--- src/rtl/cpu_pkg.sv ---
// rtl/cpu_pkg.sv - shared sequencer state encoding for the MIPS core
package cpu_pkg;

  typedef enum logic [2:0] {
    FETCH  = 3'd0,
    DECODE = 3'd1,
    EXEC   = 3'd2,
    WB     = 3'd3,
    HALT   = 3'd4
  } state_t;

endpackage

--- src/rtl/cpu_sequencer.sv ---
// rtl/cpu_sequencer.sv - multicycle state sequencer with memory/multdiv stalls
module cpu_sequencer
  import cpu_pkg::*;
#(
  parameter int CNT_W = 32
) (
  input  logic             clk,
  input  logic             reset,
  input  logic             waitrequest,
  input  logic             mem_read,
  input  logic             mem_write,
  input  logic             multdiv_busy,
  input  logic             halt_req,
  output logic [2:0]       state,
  output logic             ir_wren,
  output logic             pc_wren,
  output logic             active,
  output logic [CNT_W-1:0] instr_count
);

  state_t           state_q;
  state_t           state_d;
  logic             active_q;
  logic [CNT_W-1:0] count_q;
  logic             stall;
  logic             retire;

  assign stall = ((mem_read | mem_write) & waitrequest) | multdiv_busy;

  always_comb begin
    state_d = state_q;
    ir_wren = 1'b0;
    pc_wren = 1'b0;
    retire  = 1'b0;
    case (state_q)
      FETCH: begin
        if (!waitrequest) begin
          ir_wren = 1'b1;
          state_d = DECODE;
        end
      end
      DECODE: state_d = EXEC;
      EXEC: begin
        if (!stall) begin
          if (halt_req) begin
            pc_wren = 1'b1;
            retire  = 1'b1;
            state_d = HALT;
          end else if (mem_read) begin
            state_d = WB;
          end else begin
            pc_wren = 1'b1;
            retire  = 1'b1;
            state_d = FETCH;
          end
        end
      end
      // load data lands here regardless of waitrequest
      WB: begin
        pc_wren = 1'b1;
        retire  = 1'b1;
        state_d = FETCH;
      end
      HALT:    state_d = HALT;
      default: state_d = FETCH;
    endcase
    // strobes must never reach the datapath while reset is held
    if (reset) begin
      ir_wren = 1'b0;
      pc_wren = 1'b0;
      retire  = 1'b0;
    end
  end

  always_ff @(posedge clk) begin
    if (reset) begin
      state_q  <= FETCH;
      active_q <= 1'b1;
      count_q  <= '0;
    end else begin
      state_q  <= state_d;
      active_q <= (state_d != HALT);
      if (retire) count_q <= count_q + CNT_W'(1);
    end
  end

  assign state       = state_q;
  assign active      = active_q;
  assign instr_count = count_q;

endmodule
--- config.mk ---
export PLATFORM = sky130hd
export DESIGN_NAME = cpu_sequencer
export DESIGN_NICKNAME = d
export VERILOG_FILES = /design/src/rtl/cpu_pkg.sv /design/src/rtl/cpu_sequencer.sv
export SDC_FILE = /design/constraint.sdc
export NUM_CORES = 1
export LEC_CHECK = 0
export BUFFER_PORTS_ARGS = -buffer_cell sky130_fd_sc_hd__clkbuf_2
export CAP_MARGIN = 20
export CORE_MARGIN = 3
export CORE_UTILIZATION = 60
export CTS_BUF_LIST = sky130_fd_sc_hd__clkbuf_8
export CTS_CLUSTER_DIAMETER = 200
export DETAILED_ROUTE_END_ITERATION = 12
export PLACE_DENSITY = 0.88
export SLEW_MARGIN = 10
export SYNTH_ARGS = -nofsm -noshare
export SYNTH_HDL_FRONTEND = slang
export SYNTH_SLANG_ARGS = --single-unit
--- constraint.sdc ---
create_clock -name clk -period 2.9 [get_ports clk]
set_clock_uncertainty 0.2 [all_clocks]
set_input_delay 0.29 -clock clk [delete_from_list [all_inputs] [get_ports clk]]
set_output_delay 0.29 -clock clk [all_outputs]
set_load 0.02 [all_outputs]
* Word-level counts from Yosys, hierarchy flattened
Index checks and enable logic that the tools add are counted.
** Word-level totals
- Register bits after elaboration :: 36
- Input port bits :: 7
- Output and inout port bits :: 38
** Operators by class
- Add/subtract/negate cells :: 1
- Equality and inequality tests :: 5
- Multiplexer cells :: 13
- Bitwise operators :: 3
- Reduce and logical (&&, ||, !) cells :: 1
** Operators by type and width (number)
- adder 32 x 1 -> 32 bit (second input constant) :: 1
- one-hot mux 3 bit (4 select lines) :: 1
- 2-to-1 mux 3 bit :: 3
- 2-to-1 mux 1 bit :: 7
- equality test 3 x 2 -> 1 bit (second input constant) :: 2
- equality test 3 x 1 -> 1 bit (second input constant) :: 1
- equality test 3 bit (second input constant) :: 1
- zero test 3 bit :: 1
- != test 3 bit (second input constant) :: 1
- 2-to-1 mux 2 bit :: 1
- OR 1 bit :: 2
- one-hot mux 1 bit (2 select lines) :: 1
- bitwise AND 1 bit :: 1

* Depth between registers and ports, before layout
- Depth in word-level cells :: 6
- Mapped depth :: 7
- Mapped depth without buffers :: 4

* Worst setup path before layout
OpenSTA, ideal clock, no wires.
- Path type :: register to register
- From :: reg state_q[1] (netlist: state[1])
- To :: reg count_q[2] (netlist: instr_count[2])
- Library setup time :: 0.116 ns
- Data arrival time :: 1.947 ns
- Slack :: 0.637 ns
- Stages on the path, launching flop included :: 5
- Path buffers :: 0
- Clock period less this slack :: 2.263 ns
- Cells stage by stage :: dfxtp_1 -> or3b_2 -> a31oi_1 -> a211oi_1 -> a31o_2
** On the way
- Word-level cells in the longest chain between the ends :: 3
- Elaborated cells on any way between the ends :: 4
- Those cells by class :: 2 x eq/ne; 2 x mux
** RTL lines
- from (decl) :: line cpu_sequencer.sv:21 : state_t state_q;
- from (signal assigned) :: line cpu_sequencer.sv:81 : state_q <= state_d;
- equality test 3 x 2 -> 1 bit
- one-hot mux 1 bit (2 select lines) (*)
- 2-to-1 mux 1 bit (*)
- named net pc_wren :: line cpu_sequencer.sv:16 : output logic pc_wren,
- to (signal assigned) :: line cpu_sequencer.sv:83 : if (retire) count_q <= count_q + CNT_W'(1);
- to (decl) :: line cpu_sequencer.sv:24 : logic [CNT_W-1:0] count_q;
Mark *: on every way through the listed nets, which the timed path passes. The rest lies on a longest branch.
A chain may end at the register's enable or synchronous reset.

* Final worst setup path
- From :: reg state_q[1] (netlist: state[1])
- To :: out pc_wren
** On the way
- Word-level cells in the longest chain between the ends :: 3
- Elaborated cells on any way between the ends :: 4
- Those cells by class :: 2 x eq/ne; 2 x mux
** RTL lines
- equality test 3 x 2 -> 1 bit :: line cpu_sequencer.sv:35 : case (state_q)
- one-hot mux 1 bit (2 select lines) (*) :: line cpu_sequencer.sv:35
- 2-to-1 mux 1 bit (*) :: line cpu_sequencer.sv:68 : if (reset) begin
- to (decl) :: line cpu_sequencer.sv:16
Mark *: on every way between the ends. The rest lies on a longest branch, timed or not.

==> qor.txt <==
Fin. max-slew vios -> 0
Netlist Area Pre-Place -> 1960 um2
Fraction of layout cells with a size suffix above 1 -> 27.9%
Post-cts sizing count -> 0
Setup slack, reg-to-reg -> 0.61 ns
Leakage -> 0.000885 uW
Final #Nets -> 272
CP Class -> register to output port
Initial Util -> 63.5%
Initial antenna violation count -> 0
# diodes -> 0
Distinct cells, synth -> 37
Clock buffer depth -> 2
DP HPWL -> 2940 um
CTS Hold Bufs -> 0
Yosys top cell area share -> 36.9%
H-tree Lvls -> 2
Starting DRT DRC Count -> 141
Hold-critical path endpoint -> state[2]$_SDFF_PP0_
Area of the core -> 3080 um2
Root buf cell -> clkbuf_8
First-pass GRT wire length -> 7200 um
FF-to-FF path depth -> 4
Die ar. -> 3980 um2
Ys async rst share -> 0%
Status -> complete, no violations
Clk Latency, worst-skew pair -> 0.29 ns
Die height -> 63.1 um
Worst-margin pin slew -> 0.493 ns
WP data arrival -> 1.87 ns
Number of synthesized flops with an enable pin -> 0
Flops & latches, synth -> 36
Post-Synthesis Cells -> 231
Crit end category -> output port
Slew HR -> 67.1%
Hold_sp -> halt_req
Total clock sinks -> 36
Worst R2R End -> instr_count[31]$_SDFFE_PP0P_
Post-Syn Nets -> 239
Hold path depth -> 3
Final Hold Vio Count -> 0
Gpl congestion -> 0.830
IO Port Bufs -> 44
Maxcap violations -> 0
# rows -> 20
Vias in the first global route -> 1573
Final Critical Period -> 2.36 ns
Clock slew seen by the registers of the worst setup and hold paths -> 0.07 ns
Cell Pwr Density -> 414 nW/um2
CTS Buf Count -> 5
Total vias in the final route -> 1839
Final setup TNS -> 0 ns
DRC viols -> 0
Post-DRT Antenna Nets -> 0
DR WL/cell -> 13.8 um
Final number of setup-violating endpoints -> 0
RSZ-0062 raised after global routing -> false
Hold crit path type -> input pin to register
I/O pin count -> 45
Vias per cell -> 5.95
Crit-path max FO -> 7
Layout area overhead -> 15.2%
Post-synthesis sequential area ratio -> 36.9%
Reg2Reg Launch Point -> instr_count[3]$_SDFFE_PP0P_
Worst setup SP type -> register
Final setup margin -> 0.541 ns
Place WS -> 0.645 ns
Commonest cells post-synth -> 36 x dfxtp_1, 20 x nor2_1, 19 x nor2b_1
Most common cell in the netlist -> dfxtp_1
CTS tree -> yes
Highest clock rate -> 424 MHz
Final cycle utilization of the critical path -> 81.4%
Largest net degree at the start of global routing -> 54
Syn_area_per_cell -> 8.47 um2
WP data required -> 2.41 ns
Die X -> 63.1 um
Pre-antenna DRT Iters -> 4
Largest area contributor in the netlist -> dfxtp_1
Peak VDD IR -> 0.000365 V
Yosys warns -> 0
Setup bufs post-CTS -> 0
Synth top area cells -> dfxtp_1 37%, mux2_2 10%, nor2b_1 6.1%
GRT overflow -> 0
Ys flop type -> dfxtp_1
Total wire length -> 4250 um
Total GRT Usage -> 22.4%
[critical path, stage by stage, from the launching register on]
cell	delay (ns)
dfxtp_1	0.43
or3b_2	0.49
a31oi_1	0.40
clkbuf_2	0.26
[through the flow]
stage          power (uW)  util [%]  hold WS [ns]  area (um2)  std cells
2_1_floorplan         567         -         0.286        1960        231
3_3_place_gp          581      70.2         0.281        2160        301
3_5_place_dp          582      70.2         0.286        2160        301
4_1_cts               934      73.2         0.112        2250        309
5_1_grt               964      73.2         0.134        2250        309
6_report              932      73.2         0.110        2250        309
[placed cells by master (no fill, tap or decap), drive strengths merged]
cell,synthesis,final
clkbuf,12,50
o31ai,6,6
and4,4,4
a211o,1,1
buf,8,2
nor2b,19,19
or4,7,7
dfxtp,36,36
a31oi,1,1
xnor2,1,1
o41ai,3,3
o21ai,4,4
or2,1,1
nand2,11,11
a21oi,10,10
and2,4,4
a211oi,1,1
or3b,2,2
nor3,4,4
mux2,18,18
or3,2,2
inv,4,6
nor3b,2,2
nand4b,1,1
mux2i,1,1
and4bb,1,1
nand3,10,10
and3,5,5
a31o,1,1
nor2,20,20
nand4,10,10
o311ai,3,3
nor4,17,17
ha,1,1
[kinds of logic after synthesis]
group                    Yosys count  share of synthesized area, %
flip-flops                        36                          36.9
multiplexers                      19                          10.9
buffers and inverters             24                          5.69
XOR/XNOR                           1                         0.448
adder cells (fa/ha/maj)            1                         0.640
AND/OR/NAND/NOR                  120                          35.3
AO/OA/AOI/OAI                     30                          10.2
[cell type report]
class	instances	area, um2
well taps	44	55.1
clock buffers	6	82.6
multi-input cells	171	1120
repair buffers	46	248
flip-flops and latches	36	721
fillers	244	826
clock inverters	2	7.51
inverters	4	15.0
[state kept, by name, summed over array words and instances, names as in the netlist]
name,cells
state,3
instr_count,32
active,1
[power breakdown]
group	total [uW]	leakage, uW	switching, uW	internal, uW
registers	501	0.000290	4.24	497
logic	70.0	0.000541	46.8	23.2
clock network	361	0.0000538	174	187
[worst max path at each step]
stage / to / cells past startpoint / startpoint / slack (ns)
floorplan: instr_count[2]$_SDFFE_PP0P_ / 4 / state[1]$_SDFF_PP0_ / 0.64
global placement: instr_count[31]$_SDFFE_PP0P_ / 6 / waitrequest / 0.67
CTS: pc_wren / 3 / state[1]$_SDFF_PP0_ / 0.53
global route: pc_wren / 3 / state[1]$_SDFF_PP0_ / 0.40
finish: pc_wren / 3 / state[1]$_SDFF_PP0_ / 0.54
detailed placement: instr_count[31]$_SDFFE_PP0P_ / 6 / waitrequest / 0.65
[per-layer routing]
layer  global-route usage, %  wire length (um)
met1                    26.9              1830
met2                    38.5              2090
met3                    4.63               255
met4                    9.92                76
met5                       0                 0
Note: power is estimated with default switching activity, not from simulation.
